**src/rtl/stream_mux_rr_if.sv**
```systemverilog
// Handshake bundle for stream_mux_rr: N input channels funnelled into one output stream.
// in_last exists only when STREAM_MUX_LOCK_EN is defined.
interface stream_mux_rr_if #(
  parameter int WIDTH = 8,
  parameter int N     = 4
);
  localparam int SELW = $clog2(N);

  logic             mode;
  logic [SELW-1:0]  sel;
  logic [N*WIDTH-1:0] in_data;
  logic [N-1:0]     in_valid;
  logic [N-1:0]     in_ready;
`ifdef STREAM_MUX_LOCK_EN
  logic [N-1:0]     in_last;
`endif
  logic [WIDTH-1:0] out_data;
  logic             out_valid;
  logic             out_ready;
  logic [SELW-1:0]  out_src;

  // Valid/ready contract on every channel: a beat moves on a cycle where
  // valid and ready are both high at the rising edge; valid must not depend
  // on ready, and a raised valid holds with stable data until accepted.
`ifdef STREAM_MUX_LOCK_EN
  modport master (
    output mode, sel, in_data, in_valid, in_last, out_ready,
    input  in_ready, out_data, out_valid, out_src
  );
  modport slave (
    input  mode, sel, in_data, in_valid, in_last, out_ready,
    output in_ready, out_data, out_valid, out_src
  );
`else
  modport master (
    output mode, sel, in_data, in_valid, out_ready,
    input  in_ready, out_data, out_valid, out_src
  );
  modport slave (
    input  mode, sel, in_data, in_valid, out_ready,
    output in_ready, out_data, out_valid, out_src
  );
`endif
endinterface

```
**src/rtl/stream_mux_rr.sv**
```systemverilog
// N:1 stream mux with explicit-select or round-robin arbitration and a registered output.
// Define STREAM_MUX_LOCK_EN to hold the grant on one channel until its in_last beat.
module stream_mux_rr #(
  parameter int WIDTH = 8,
  parameter int N     = 4
) (
  input logic           clk,
  input logic           rst,
  stream_mux_rr_if.slave bus
);
  localparam int SELW = $clog2(N);

  logic             out_valid_q;
  logic [WIDTH-1:0] out_data_q;
  logic [SELW-1:0]  out_src_q;
  logic [SELW-1:0]  rr_ptr;
  logic [SELW-1:0]  grant;
  logic [SELW-1:0]  next_ptr;
  logic             granted;
  logic             load_en;
  logic             xfer;
  logic [N-1:0]     ready;
  int               idx;
`ifdef STREAM_MUX_LOCK_EN
  logic             locked;
  logic [SELW-1:0]  lock_ch;
`endif

  assign load_en = !out_valid_q || bus.out_ready;

  always_comb begin
    granted = 1'b0;
    grant   = '0;
    idx     = 0;
`ifdef STREAM_MUX_LOCK_EN
    if (locked) begin
      // Mid-packet: only the owning channel may proceed, regardless of mode.
      if (bus.in_valid[lock_ch]) begin
        granted = 1'b1;
        grant   = lock_ch;
      end
    end else
`endif
    if (!bus.mode) begin
      if (int'(bus.sel) < N && bus.in_valid[bus.sel]) begin
        granted = 1'b1;
        grant   = bus.sel;
      end
    end else begin
      for (int k = 0; k < N; k++) begin
        idx = (int'(rr_ptr) + k) % N;
        if (!granted && bus.in_valid[idx]) begin
          granted = 1'b1;
          grant   = SELW'(idx);
        end
      end
    end
  end

  assign xfer = load_en && granted;

  always_comb begin
    ready = '0;
    if (xfer) ready[grant] = 1'b1;
  end

  // Explicit wrap keeps the pointer legal when N is not a power of two.
  assign next_ptr = (int'(grant) == N - 1) ? '0 : grant + 1'b1;

  always_ff @(posedge clk) begin
    if (rst) begin
      out_valid_q <= 1'b0;
      out_data_q  <= '0;
      out_src_q   <= '0;
      rr_ptr      <= '0;
`ifdef STREAM_MUX_LOCK_EN
      locked      <= 1'b0;
      lock_ch     <= '0;
`endif
    end else if (xfer) begin
      out_valid_q <= 1'b1;
      out_data_q  <= bus.in_data[int'(grant)*WIDTH +: WIDTH];
      out_src_q   <= grant;
      rr_ptr      <= next_ptr;
`ifdef STREAM_MUX_LOCK_EN
      locked      <= !bus.in_last[grant];
      lock_ch     <= grant;
`endif
    end else if (bus.out_ready) begin
      out_valid_q <= 1'b0;
    end
  end

  assign bus.in_ready  = ready;
  assign bus.out_valid = out_valid_q;
  assign bus.out_data  = out_data_q;
  assign bus.out_src   = out_src_q;
endmodule

```
**src/flat_wrapper.sv**
```systemverilog
// flat-port wrapper written by rule: the top's interface ports become plain ports
module stream_mux_rr_flat 
#(
  parameter int WIDTH = 8,
  parameter int N     = 4
)
  (clk, rst, bus_mode, bus_sel, bus_in_data, bus_in_valid, bus_out_ready, bus_in_ready, bus_out_data, bus_out_valid, bus_out_src);
  stream_mux_rr_if #(.WIDTH(WIDTH), .N(N)) bus_i ();
  input logic clk;
  input logic rst;
  input wire logic [$bits(bus_i.mode)-1:0] bus_mode;
  input wire logic [$bits(bus_i.sel)-1:0] bus_sel;
  input wire logic [$bits(bus_i.in_data)-1:0] bus_in_data;
  input wire logic [$bits(bus_i.in_valid)-1:0] bus_in_valid;
  input wire logic [$bits(bus_i.out_ready)-1:0] bus_out_ready;
  output wire logic [$bits(bus_i.in_ready)-1:0] bus_in_ready;
  output wire logic [$bits(bus_i.out_data)-1:0] bus_out_data;
  output wire logic [$bits(bus_i.out_valid)-1:0] bus_out_valid;
  output wire logic [$bits(bus_i.out_src)-1:0] bus_out_src;
  assign bus_i.mode = bus_mode;
  assign bus_i.sel = bus_sel;
  assign bus_i.in_data = bus_in_data;
  assign bus_i.in_valid = bus_in_valid;
  assign bus_i.out_ready = bus_out_ready;
  assign bus_in_ready = bus_i.in_ready;
  assign bus_out_data = bus_i.out_data;
  assign bus_out_valid = bus_i.out_valid;
  assign bus_out_src = bus_i.out_src;
  stream_mux_rr #(.WIDTH(WIDTH), .N(N)) u_core (.clk(clk), .rst(rst), .bus(bus_i));
endmodule
```
**config.mk**
```make
export PLATFORM = sky130hd
export DESIGN_NAME = stream_mux_rr_flat
export DESIGN_NICKNAME = d
export VERILOG_FILES = /design/src/rtl/stream_mux_rr_if.sv /design/src/rtl/stream_mux_rr.sv /design/src/flat_wrapper.sv
export SDC_FILE = /design/constraint.sdc
export NUM_CORES = 1
export LEC_CHECK = 0
export BUFFER_PORTS_ARGS = -buffer_cell sky130_fd_sc_hd__buf_2
export CAP_MARGIN = 20
export CELL_PAD_IN_SITES_DETAIL_PLACEMENT = 1
export CELL_PAD_IN_SITES_GLOBAL_PLACEMENT = 1
export CORE_MARGIN = 3
export CORE_UTILIZATION = 31
export DETAILED_ROUTE_END_ITERATION = 16
export HOLD_SLACK_MARGIN = 0.03
export PLACE_DENSITY = 0.9
export SLEW_MARGIN = 20
export SYNTH_ARGS = -nofsm -noshare
export SYNTH_HDL_FRONTEND = slang
export SYNTH_SLANG_ARGS = --single-unit
```
**constraint.sdc**
```tcl
create_clock -name clk -period 3.11 [get_ports clk]
set_input_delay 0.622 -clock clk [delete_from_list [all_inputs] [get_ports clk]]
set_output_delay 0.622 -clock clk [all_outputs]
set_load 0.01 [all_outputs]
```
; ---- Word-level counts from Yosys, hierarchy flattened
; Cells that the tools add are included.
[classes]
n_addsub = 4
order_cmp = 7
eq_ne = 1
shifts = 1
mux = 34
bitwise = 3
n_reduce_logical = 14
[ops]
columns = op, count
row1 = variable part select 32 x 6 -> 8 bit, 1
row2 = 2-to-1 mux 1 bit, 20
row3 = 2-to-1 mux 2 bit, 7
row4 = less-than comparator 3 x 4 -> 1 bit (second input constant), 3
row5 = binary-select mux 1 bit (select 2 bit), 5
row6 = less-than comparator 2 x 3 -> 1 bit (second input constant), 3
row7 = OR reduction 2 bit, 3
row8 = logical AND 1 bit, 5
row9 = adder 2 x 1 -> 2 bit (second input constant), 2
row10 = adder 2 bit (second input constant), 2
row11 = logical NOT 1 bit, 4
row12 = 2-to-1 mux 4 bit, 1
row13 = AND 1 bit (first input constant), 3
row14 = demux 1 bit (select 2 bit), 1
row15 = == test 2 x 1 -> 1 bit (second input constant), 1
row16 = greater-or-equal comparator 2 x 1 -> 1 bit (second input constant), 1
row17 = nonzero test 2 bit, 1
row18 = logical OR 1 bit, 1
[word_totals]
reg_bits = 13
inputBits = 42
output_inout_bits = 15
word_cells = 68

; ---- Logic depth before layout (Yosys ltp)
; Gate-level depths: netlist of the first run.
[depth]
ltp_word = 22
mapped_depth = 7
depth_no_buf = 5

; ---- Least setup slack after synthesis of the first run
; OpenSTA, ideal clock, no wires.
[synth_timing]
kind = input to output
startpoint = in bus_sel[0]
endpoint = out bus_in_ready[0]
t_arrival_ps = 1836
required_time_ps = 2488
setup_slack_ps = 652
path_stages = 7
path_buffers = 2
cell_sequence = mux2_2 -> nand3_1 -> and3_1 -> clkbuf_1 -> buf_2 -> inv_1 -> nor2_1
[synth_via]
elab_chain_len = 9
word_cells_on_any_way = 13
cone_classes = order compare: 2 / mux: 9 / reduce/logical: 2
[synth_lines]
columns = item, line_no
row1 = from (decl), flat_wrapper.sv:12  ; input wire logic [$bits(bus_i.sel)-1:0] bus_sel;
row2 = binary-select mux 1 bit (select 2 bit), stream_mux_rr.sv:45  ; if (int'(bus.sel) < N && bus.in_valid[bus.sel]) begin
row3 = 2-to-1 mux 1 bit (implied by the code), stream_mux_rr.sv:45
row4 = 2-to-1 mux 2 bit, stream_mux_rr.sv:45
row5 = 2-to-1 mux 2 bit, stream_mux_rr.sv:44  ; if (!bus.mode) begin
row6 = less-than comparator 2 x 3 -> 1 bit (implied by the code) or greater-or-equal comparator 2 x 1 -> 1 bit (tied branches), stream_mux_rr.sv:64  ; if (xfer) ready[grant] = 1'b1;
row7 = logical AND 1 bit (implied by the code), stream_mux_rr.sv:64
row8 = 2-to-1 mux 1 bit (implied by the code), stream_mux_rr.sv:64
row9 = demux 1 bit (select 2 bit), n/a
row10 = 2-to-1 mux 4 bit *, stream_mux_rr.sv:64
row11 = to (decl), flat_wrapper.sv:16  ; output wire logic [$bits(bus_i.in_ready)-1:0] bus_in_ready;
; Every way passes the cells marked *; elsewhere a longest branch is shown, timed or not. The select of a mux whose other input is x is not followed.

; ---- Worst setup path after layout of the first run
[layout_timing]
startpoint = in bus_in_valid[1]
endpoint = out bus_in_ready[0]
[layout_via]
elab_chain_len = 21
word_cells_on_any_way = 41
cone_classes = order compare: 2 / mux: 31 / reduce/logical: 8
[layout_lines]
columns = item, line_no
row1 = from (decl), flat_wrapper.sv:14  ; input wire logic [$bits(bus_i.in_valid)-1:0] bus_in_valid;
row2 = binary-select mux 1 bit (select 2 bit), stream_mux_rr.sv:52  ; if (!granted && bus.in_valid[idx]) begin
row3 = 2-to-1 mux 1 bit (implied by the code), stream_mux_rr.sv:52
row4 = 2-to-1 mux 1 bit, stream_mux_rr.sv:52
row5 = 2-to-1 mux 1 bit, stream_mux_rr.sv:44
row6 = logical NOT 1 bit, stream_mux_rr.sv:52
row7 = logical AND 1 bit, stream_mux_rr.sv:52
row8 = 2-to-1 mux 1 bit, stream_mux_rr.sv:52
row9 = 2-to-1 mux 1 bit, stream_mux_rr.sv:44
row10 = [... 5 more ...], n/a
row11 = logical AND 1 bit, stream_mux_rr.sv:52
row12 = 2-to-1 mux 2 bit, stream_mux_rr.sv:52
row13 = 2-to-1 mux 2 bit, stream_mux_rr.sv:44
row14 = less-than comparator 2 x 3 -> 1 bit (implied by the code) or greater-or-equal comparator 2 x 1 -> 1 bit (tied branches), stream_mux_rr.sv:64
row15 = logical AND 1 bit (implied by the code), stream_mux_rr.sv:64
row16 = 2-to-1 mux 1 bit (implied by the code), stream_mux_rr.sv:64
row17 = demux 1 bit (select 2 bit), n/a
row18 = 2-to-1 mux 4 bit *, stream_mux_rr.sv:64
; Marks and branches as above.

==> results.json, run 1 <==
{
  "multi_input_area_sq_um": 602,
  "htreeDepth": 1,
  "antenna_cells": 0,
  "period_share": 0.861,
  "cts_hold_buf": 0,
  "detail-route-antenna-nets": 0,
  "maxSlewHeadroom": 0.607,
  "netlist_area_sq_um": 896,
  "critPathSlowestCell": "a31oi_2",
  "tightest_slew_ns": 0.583,
  "vias_per_cell": 5.33,
  "fin_crit_ns": 2.68,
  "drt-initial-drc-count": 27,
  "crit_required_ns": 2.49,
  "io_buffers": 56,
  "syn-num-nets": 138,
  "grt_usage": 0.160,
  "drc": 0,
  "path_class": "in2out",
  "hold_path_class": "reg2reg",
  "core_area_sq_mm": 0.00261,
  "clk_latency_ns": 0.27,
  "cap_violations": 0,
  "grt_overflow": 0,
  "avgSynthCellArea_sq_um": 9.33,
  "grt_pass1_wl_microns": 4440,
  "drive_gt1_frac": 0.444,
  "design.die.area_sq_mm": 0.00357,
  "ios": 57,
  "final.setup.worst_slack_ns": 0.432,
  "path_common_cell": "buf_2",
  "cts_tree": "built",
  "place_hpwl_microns": 2180,
  "seq_area_sq_um": 260,
  "critPathMaxStageDelay_ns": 0.40,
  "critPathLaunchType": "input port",
  "synth-seq-cells": 13,
  "rsz0062_at_grt": "no",
  "finalWirelength_microns": 2720,
  "yosys.cell_types.count": 29,
  "routedWlPerCell_microns": 15.0,
  "place.gp.congestion": 0.844,
  "cts-root-buf": "clkbuf_4",
  "fmax_ghz": 0.373,
  "p_leak_uw": 0.000636,
  "outcome": "finished, final reports clean",
  "cts_buffer_depth": 2,
  "finalSetupViolCount": 0,
  "seq_area_frac_synth": 0.291,
  "area_growth_syn_to_layout_pct": 36.3,
  "num_vias": 965,
  "nNetsFinal": 194,
  "arrival_ns": 2.06,
  "cp_top_family": "simple AND/OR/NAND/NOR gates",
  "cp_max_fo": 8,
  "first_pass_iters": 4,
  "fp.dieH_microns": 59.8,
  "path_buf_inv": 2,
  "maxSlewViolCount": 0,
  "antenna_found_initial": 0,
  "start_util": 0.343,
  "rows": 18,
  "cts_buffers": 3,
  "cts_resized": 0,
  "finalClockSkew_ns": 0.00457,
  "pre_cts_ws_ns": 0.435,
  "clock-sinks": 13,
  "fillers": 334,
  "grt_max_degree": 19,
  "placed_area_sq_mm": 0.00119,
  "irDropWorstVdd_mv": 0.240,
  "die_w_microns": 59.8,
  "postSynthCellCount": 96,
  "yosys_warnings": 0,
  "postCtsSetupBuffers": 0,
  "finalHoldViolations": 0,
  "crit_chain": "buf_2 > mux2i_1 > or3_4 > a31oi_2 > nand2b_1 > nor2_1 > buf_2",
  "finalPower_uw": 492,
  "clk_pin_slew_ns": 0.09,
  "grt_pass1_vias": 1014,
  "fin_area_sq_mm": 0.00122,
  "endpoint_kind": "output port",
  "tns_ns": 0,
  "powerDensity_mw_per_mm2": 403
}
-- state kept, by name (all words and copies together) (netlist names) --
register and flops:
u_core.bus.out_valid 1, u_core.rr_ptr 2, u_core.bus.out_src 2, u_core.bus.out_data 8
-- cell type report --
| class | instances | share of cell area |
|---|---|---|
| multi-input cells | 75 | 0.493 |
| repair buffers | 57 | 0.236 |
| flip-flops and latches | 13 | 0.213 |
| well taps | 30 | 0.0307 |
| clock buffers | 4 | 0.0215 |
| inverters | 2 | 0.00615 |
-- metal layers --
metal / up-vias / part of all wire / GRT usage
li1: 478 / - / -
met1: 442 / 0.44 / 0.199
met2: 43 / 0.48 / 0.281
met3: 2 / 0.081 / 0.0281
met4: 0 / 0.0040 / 0.0443
met5: - / 0 / 0
-- cells by family after synthesis --
family	count (synthesis)	synth area share
buf+inv	8	0.0377
simple gates	35	0.228
flops	13	0.291
xor+xnor	1	0.00978
compound gates	20	0.219
mux	19	0.215
-- tightest hold or removal path: cells and delay by family, from the launching register on --
family | cells | cell delay (ns)
and+or+nand+nor | 2 | 0.15
DFF | 1 | 0.32
-- through the flow --
stage / utilization / hold slack, ns / std cells
2_1_floorplan: - / 0.466 / 96
3_3_place_gp: 0.457 / 0.483 / 177
3_5_place_dp: 0.457 / 0.487 / 177
4_1_cts: 0.467 / 0.507 / 181
5_1_grt: 0.467 / 0.549 / 181
6_report: 0.467 / 0.504 / 181
-- path summary, 6_finish.rpt --
check                                                   startpoint                                   to  slack (ns)  cells after the start
worst max-delay path                               bus_in_valid[1]                      bus_in_ready[0]        0.43                      7
worst min-delay path            u_core.bus.out_src[0]$_SDFFE_PP0P_   u_core.bus.out_src[0]$_SDFFE_PP0P_        0.50                      2
worst max register to register       u_core.rr_ptr[0]$_SDFFE_PP0P_  u_core.bus.out_data[1]$_SDFFE_PP0P_        1.17                      5
worst min register to register  u_core.bus.out_src[0]$_SDFFE_PP0P_   u_core.bus.out_src[0]$_SDFFE_PP0P_        0.50                      2
-- synthesized netlist by cell type --
cell type | number | share of area
a2111o_1 | 1 | 0.013
o221ai_1 | 8 | 0.078
or3_1 | 1 | 0.0070
buf_2 | 3 | 0.017
clkbuf_1 | 3 | 0.013
and3_1 | 1 | 0.0070
nor2_1 | 9 | 0.038
nand3_1 | 3 | 0.017
mux2i_1 | 17 | 0.19
a21oi_1 | 2 | 0.011
xor2_1 | 1 | 0.0098
a31oi_2 | 1 | 0.014
nand2b_1 | 4 | 0.028
a31o_1 | 1 | 0.0098
o21a_1 | 1 | 0.0084
nand2_1 | 2 | 0.0084
a211oi_1 | 2 | 0.017
or3_4 | 1 | 0.013
dfxtp_1 | 13 | 0.29
o41ai_4 | 1 | 0.031
nor3b_1 | 1 | 0.0084
nor3_1 | 1 | 0.0056
o41ai_2 | 1 | 0.018
inv_1 | 2 | 0.0084
nand3b_1 | 9 | 0.075
o211ai_1 | 1 | 0.0084
mux2_2 | 2 | 0.025
nor2b_1 | 3 | 0.021
o21ba_2 | 1 | 0.011
-- cell usage in the layout (no fill, tap or decap), types with 2 or more instances in the layout --
cell,synthesis,routed
mux2_2,2,2
dfxtp_1,13,13
nand2_1,2,2
a21oi_1,2,2
nand3b_1,9,9
o221ai_1,8,8
buf_2,3,56
nor2b_1,3,3
nand2b_1,4,4
nand3_1,3,3
a211oi_1,2,2
mux2i_1,17,17
inv_1,2,2
nor2_1,9,9
clkbuf_4,0,3
-- power breakdown --
part	total (uW)	internal, uW	switching (uW)
registers	202	188	13.9
clock network	105	49.6	55.5
logic	184	87.8	96.5
total	492	326	166
(Power assumes the default switching activity.)
==> inputs of run 2 (changes only) <==
--- a/config.mk
+++ b/config.mk
@@ -5,10 +5,12 @@
 export SDC_FILE = /design/constraint.sdc
 export NUM_CORES = 1
 export LEC_CHECK = 0
+export ABC_AREA = 0
 export BUFFER_PORTS_ARGS = -buffer_cell sky130_fd_sc_hd__buf_2
 export CAP_MARGIN = 20
 export CELL_PAD_IN_SITES_DETAIL_PLACEMENT = 1
 export CELL_PAD_IN_SITES_GLOBAL_PLACEMENT = 1
+export CORE_ASPECT_RATIO = 1.5
 export CORE_MARGIN = 3
 export CORE_UTILIZATION = 31
 export DETAILED_ROUTE_END_ITERATION = 16
==> run 2 against run 1 <==
  * Maximum frequency rose by 0.34%
  * Hold slack worse by 0.011 ns
  * Routed wire length is 6.8% higher
  * Critical path depth did not move
  * Power increased by 10%
  * Critical path type unchanged
  * Sequential power hardly changed
  * Worst setup slack better by 0.0091 ns
  * Design area grew 2.3%
  * Combinational power about the same
  * Flip-flop and latch count stayed put
  * Clock power grew 47%
  * Clock skew is 0.0026 ns lower
==> results.json, run 2 (synthesis gave the netlist of run 1 again) <==
{
  "crit_chain": "buf_2 > mux2i_1 > or3_4 > a31oi_2 > nand2b_1 > nor2_1 > buf_2",
  "first_pass_iters": 4,
  "reg2reg_depth": 6,
  "cts-root-buf": "clkbuf_8",
  "tightest_slew_ns": 0.575,
  "cts_tree": "built",
  "routed-wl-met2_microns": 1730,
  "htreeDepth": 1,
  "final_common_cell": "buf_2",
  "finalPower_uw": 541,
  "min_from": "u_core.bus.out_src[0]$_SDFFE_PP0P_",
  "cts_buffers": 3,
  "grt_max_degree": 16,
  "endpoint_kind": "output port",
  "core_area_sq_mm": 0.00271,
  "tns_ns": 0,
  "hold_path_class": "reg2reg",
  "cap_violations": 0,
  "period_share": 0.858,
  "cts_resized": 0,
  "r2r_slack_ns": 1.11,
  "path_buf_inv": 2,
  "critPathMaxStageDelay_ns": 0.38,
  "hold_depth": 2,
  "ios": 57,
  "worstHoldEndpoint": "u_core.bus.out_src[0]$_SDFFE_PP0P_",
  "path_common_cell": "buf_2",
  "maxSlewViolCount": 0,
  "antenna_cells": 0,
  "hold_ws_ns": 0.493,
  "fin_crit_ns": 2.67,
  "crit_required_ns": 2.49,
  "design.die.area_sq_mm": 0.00358,
  "finalHoldViolations": 0,
  "cts_hold_buf": 0,
  "place_hpwl_microns": 2420,
  "detail-route-antenna-nets": 0,
  "grt_pass1_vias": 1061,
  "antenna_found_initial": 0,
  "clock-sinks": 13,
  "mostFrequentLayoutCells": "buf_2 (56), mux2i_1 (17), dfxtp_1 (13)",
  "clk_pin_slew_ns": 0.06,
  "rows": 23,
  "routedWlPerCell_microns": 15.4,
  "finalSetupViolCount": 0,
  "finalClockSkew_ns": 0.00193,
  "cts_buffer_depth": 2,
  "area_growth_syn_to_layout_pct": 39.4,
  "vias_per_cell": 5.16,
  "critPathLaunchType": "input port",
  "drt-initial-drc-count": 15,
  "num_vias": 970,
  "drive_gt1_frac": 0.444,
  "start_util": 0.331,
  "p_leak_uw": 0.000644,
  "largest_register_ffs": 8,
  "cp_max_fo": 8,
  "grt_pass1_wl_microns": 4710,
  "finalCoreUtilization": 0.462,
  "fmax_ghz": 0.375,
  "grt_usage": 0.166,
  "placed_area_sq_mm": 0.00120,
  "cp_top_family": "simple AND/OR/NAND/NOR gates",
  "place.gp.congestion": 0.739,
  "r2r_start": "u_core.rr_ptr[1]$_SDFFE_PP0P_",
  "die_w_microns": 49.9,
  "irDropWorstVdd_mv": 0.249,
  "timing.rr.end": "u_core.rr_ptr[1]$_SDFFE_PP0P_",
  "outcome": "finished, final reports clean",
  "rsz0062_at_grt": "no",
  "postCtsSetupBuffers": 0,
  "critPathSlowestCell": "a31oi_2",
  "grt_overflow": 0,
  "fin_area_sq_mm": 0.00125,
  "io_buffers": 56,
  "highest_layer": "met4",
  "wl_met1_microns": 1030,
  "nNetsFinal": 194,
  "dr_wl_met3_microns": 141,
  "path_class": "in2out",
  "finalWirelength_microns": 2900,
  "powerDensity_mw_per_mm2": 433,
  "clk_latency_ns": 0.24,
  "drc": 0,
  "maxSlewHeadroom": 0.612,
  "arrival_ns": 2.05,
  "fillers": 346,
  "fp.dieH_microns": 71.8
}
[run 2: cell counts in the layout (fill, tap and decap cells not counted)]
No cell type changed its count.
[run 2: layer usage]
layer	global-route usage	up-vias
li1	-	477
met2	0.337	34
met4	0.0431	0
met1	0.174	457
met5	0	-
met3	0.0166	2
[run 2: worst min-delay path: cells and delay by family, from the launching register on]
kind | cells | cell delay (ns)
flip-flops | 1 | 0.31
AND/OR/NAND/NOR | 2 | 0.15
[run 2: layout make-up]
type | count | area (sq um) | share of cell area
Tap cell | 37 | 46.3 | 0.0371
Multi-Input combinational cell | 75 | 602 | 0.482
Sequential cell | 13 | 260 | 0.208
Inverter | 2 | 7.51 | 0.00601
Timing Repair Buffer | 57 | 288 | 0.230
Clock buffer | 4 | 45.0 | 0.0361
[run 2: report_power, final]
part	total (uW)	internal, uW	switching [uW]
logic	185	87.9	97.0
registers	202	189	13.4
clock network	154	90.5	63.5
[run 2: worst max path at each step]
stage	end	slack, ns	cells after the start	startpoint
6_report	bus_in_ready[2]	0.44	7	bus_in_valid[1]
5_1_grt	bus_in_ready[2]	0.27	7	bus_in_valid[2]
4_1_cts	bus_in_ready[2]	0.43	7	bus_in_valid[1]
3_5_place_dp	bus_in_ready[0]	0.43	7	bus_sel[0]
3_3_place_gp	bus_in_ready[3]	0.48	7	bus_in_valid[1]
2_1_floorplan	bus_in_ready[0]	0.65	7	bus_sel[0]
[run 2: through the flow]
step | cells | setup slack [ns]
final | 188 | 0.441
after global routing | 188 | 0.274
after CTS | 188 | 0.429
after detailed placement | 184 | 0.432
after global placement | 184 | 0.475
after floorplan | 96 | 0.652
==> inputs of run 3 (changes only) <==
--- a/config.mk
+++ b/config.mk
@@ -8,7 +8,7 @@
 export ABC_AREA = 0
 export BUFFER_PORTS_ARGS = -buffer_cell sky130_fd_sc_hd__buf_2
 export CAP_MARGIN = 20
-export CELL_PAD_IN_SITES_DETAIL_PLACEMENT = 1
+export CELL_PAD_IN_SITES_DETAIL_PLACEMENT = 0
 export CELL_PAD_IN_SITES_GLOBAL_PLACEMENT = 1
 export CORE_ASPECT_RATIO = 1.5
 export CORE_MARGIN = 3
==> run 3 against run 2 <==
  * Maximum frequency up 0.92%
  * Register-to-register slack better by 0.03 ns
  * Global-route usage down 2.6 points
  * Non-clock buffer count unchanged
  * Clock skew down 0.00058 ns
  * Clock power down 5%
  * Die area unchanged
  * Utilization unchanged
  * Worst setup slack better by 0.024 ns
  * Critical path type unchanged
==> results.json, run 3 (synthesis gave the netlist of run 1 again) <==
{
  "drc": 0,
  "p_seq_frac": 0.380,
  "outcome": "finished, final reports clean",
  "core_area_sq_mm": 0.00271,
  "grt_max_degree": 16,
  "htreeDepth": 1,
  "start_util": 0.331,
  "area_growth_syn_to_layout_pct": 39.4,
  "finalSetupViolCount": 0,
  "arrival_ns": 2.02,
  "fin_crit_ns": 2.64,
  "grt_pass1_vias": 965,
  "r2r_start": "u_core.rr_ptr[1]$_SDFFE_PP0P_",
  "cts_tree": "built",
  "reg2reg_depth": 6,
  "mostFrequentLayoutCells": "buf_2 (56), mux2i_1 (17), dfxtp_1 (13)",
  "finalClockSkew_ns": 0.00135,
  "rows": 23,
  "clk_latency_ns": 0.23,
  "tightest_slew_ns": 0.552,
  "place_hpwl_microns": 1990,
  "finalPower_uw": 528,
  "largest_register_ffs": 8,
  "finalWirelength_microns": 2430,
  "tns_ns": 0,
  "cap_violations": 0,
  "crit_start": "bus_in_valid[1]",
  "final_common_cell": "buf_2",
  "endpoint": "bus_in_ready[2]",
  "maxSlewViolCount": 0,
  "postCtsSetupBuffers": 0,
  "design.die.area_sq_mm": 0.00358,
  "period_share": 0.850,
  "die_w_microns": 49.9,
  "fin_area_sq_mm": 0.00125,
  "rsz0062_at_grt": "no",
  "grt_overflow": 0,
  "io_buffers": 56,
  "p_sw_uw": 161,
  "finalCoreUtilization": 0.462,
  "fp.dieH_microns": 71.8,
  "hold_ws_ns": 0.493,
  "drive_gt1_frac": 0.444,
  "vias_per_cell": 5.08,
  "timing.rr.end": "u_core.rr_ptr[1]$_SDFFE_PP0P_",
  "hold_path_class": "reg2reg",
  "nNetsFinal": 194,
  "cts_hold_buf": 0,
  "p_int_uw": 367,
  "maxSlewHeadroom": 0.628,
  "cp_max_fo": 8,
  "routedWlPerCell_microns": 12.9,
  "clock-sinks": 13,
  "power.share.clock": 0.276,
  "r2r_slack_ns": 1.14,
  "powerDensity_mw_per_mm2": 423,
  "cts_buffer_depth": 2,
  "antenna_found_initial": 0,
  "cts_resized": 0,
  "place.gp.congestion": 0.739,
  "ios": 57,
  "crit_required_ns": 2.49,
  "cts_buffers": 3,
  "fillers": 289,
  "endpoint_kind": "output port",
  "antenna_cells": 0,
  "switching_share": 0.306,
  "placed_area_sq_mm": 0.00120,
  "num_vias": 955,
  "grt_pass1_wl_microns": 4070,
  "first_pass_iters": 4,
  "path_class": "in2out",
  "detail-route-antenna-nets": 0,
  "fmax_ghz": 0.378,
  "clk_pin_slew_ns": 0.05,
  "grt_usage": 0.140,
  "critPathLaunchType": "input port",
  "combPwrFrac": 0.345,
  "drt-initial-drc-count": 9,
  "cts-root-buf": "clkbuf_8",
  "finalHoldViolations": 0,
  "irDropWorstVdd_mv": 0.374,
  "p_leak_uw": 0.000644
}
==> run 3: cell counts in the layout (fill, tap and decap cells not counted) <==
No cell type changed its count.
==> run 3: worst min-delay path by stage <==
| stage | depth (start not counted) | slack, ns | to | start |
|---|---|---|---|---|
| floorplan | 2 | 0.47 | u_core.rr_ptr[0]$_SDFFE_PP0P_ | u_core.rr_ptr[0]$_SDFFE_PP0P_ |
| global placement | 2 | 0.48 | u_core.bus.out_data[7]$_SDFFE_PP0P_ | u_core.bus.out_data[7]$_SDFFE_PP0P_ |
| detailed placement | 2 | 0.48 | u_core.bus.out_data[1]$_SDFFE_PP0P_ | u_core.bus.out_data[1]$_SDFFE_PP0P_ |
| CTS | 2 | 0.50 | u_core.rr_ptr[0]$_SDFFE_PP0P_ | u_core.rr_ptr[0]$_SDFFE_PP0P_ |
| global route | 2 | 0.52 | u_core.bus.out_src[1]$_SDFFE_PP0P_ | u_core.bus.out_src[1]$_SDFFE_PP0P_ |
| finish | 2 | 0.49 | u_core.bus.out_src[0]$_SDFFE_PP0P_ | u_core.bus.out_src[0]$_SDFFE_PP0P_ |
==> run 3: layout make-up <==
cell class,count,area [sq um],share of cell area
Timing Repair Buffer,57,288,0.230
Multi-Input combinational cell,75,602,0.482
Sequential cell,13,260,0.208
Clock buffer,4,45.0,0.0361
Tap cell,37,46.3,0.0371
Inverter,2,7.51,0.00601
==> run 3: metal layers <==
metal,global-route usage,share of wire,up-vias,routed length (microns)
li1,-,-,479,-
met1,0.155,0.38,442,937
met2,0.275,0.55,32,1350
met3,0.0187,0.059,2,144
met4,0.0277,0.0025,0,6
met5,0,0,-,0
==> run 3: power groups by stage <==
stage | logic (uW) | registers, uW | clock network, uW
after floorplan | 105 | 212 | 0
after global placement | 180 | 204 | 0
after detailed placement | 185 | 204 | 0
after CTS | 185 | 201 | 151
after global routing | 202 | 203 | 158
final | 182 | 201 | 146
==> run 3: critical path, stage by stage <==
cell and delay [ns]:
buf_2 0.15, mux2i_1 0.10, or3_4 0.35, a31oi_2 0.40, nand2b_1 0.16, nor2_1 0.11
buf_2 0.14
==> run 3: through the flow <==
| step | cells | setup WS, ns |
|---|---|---|
| CTS | 188 | 0.436 |
| detailed placement | 184 | 0.445 |
| finish | 188 | 0.466 |
| global route | 188 | 0.332 |
| floorplan | 96 | 0.652 |
| global placement | 184 | 0.475 |
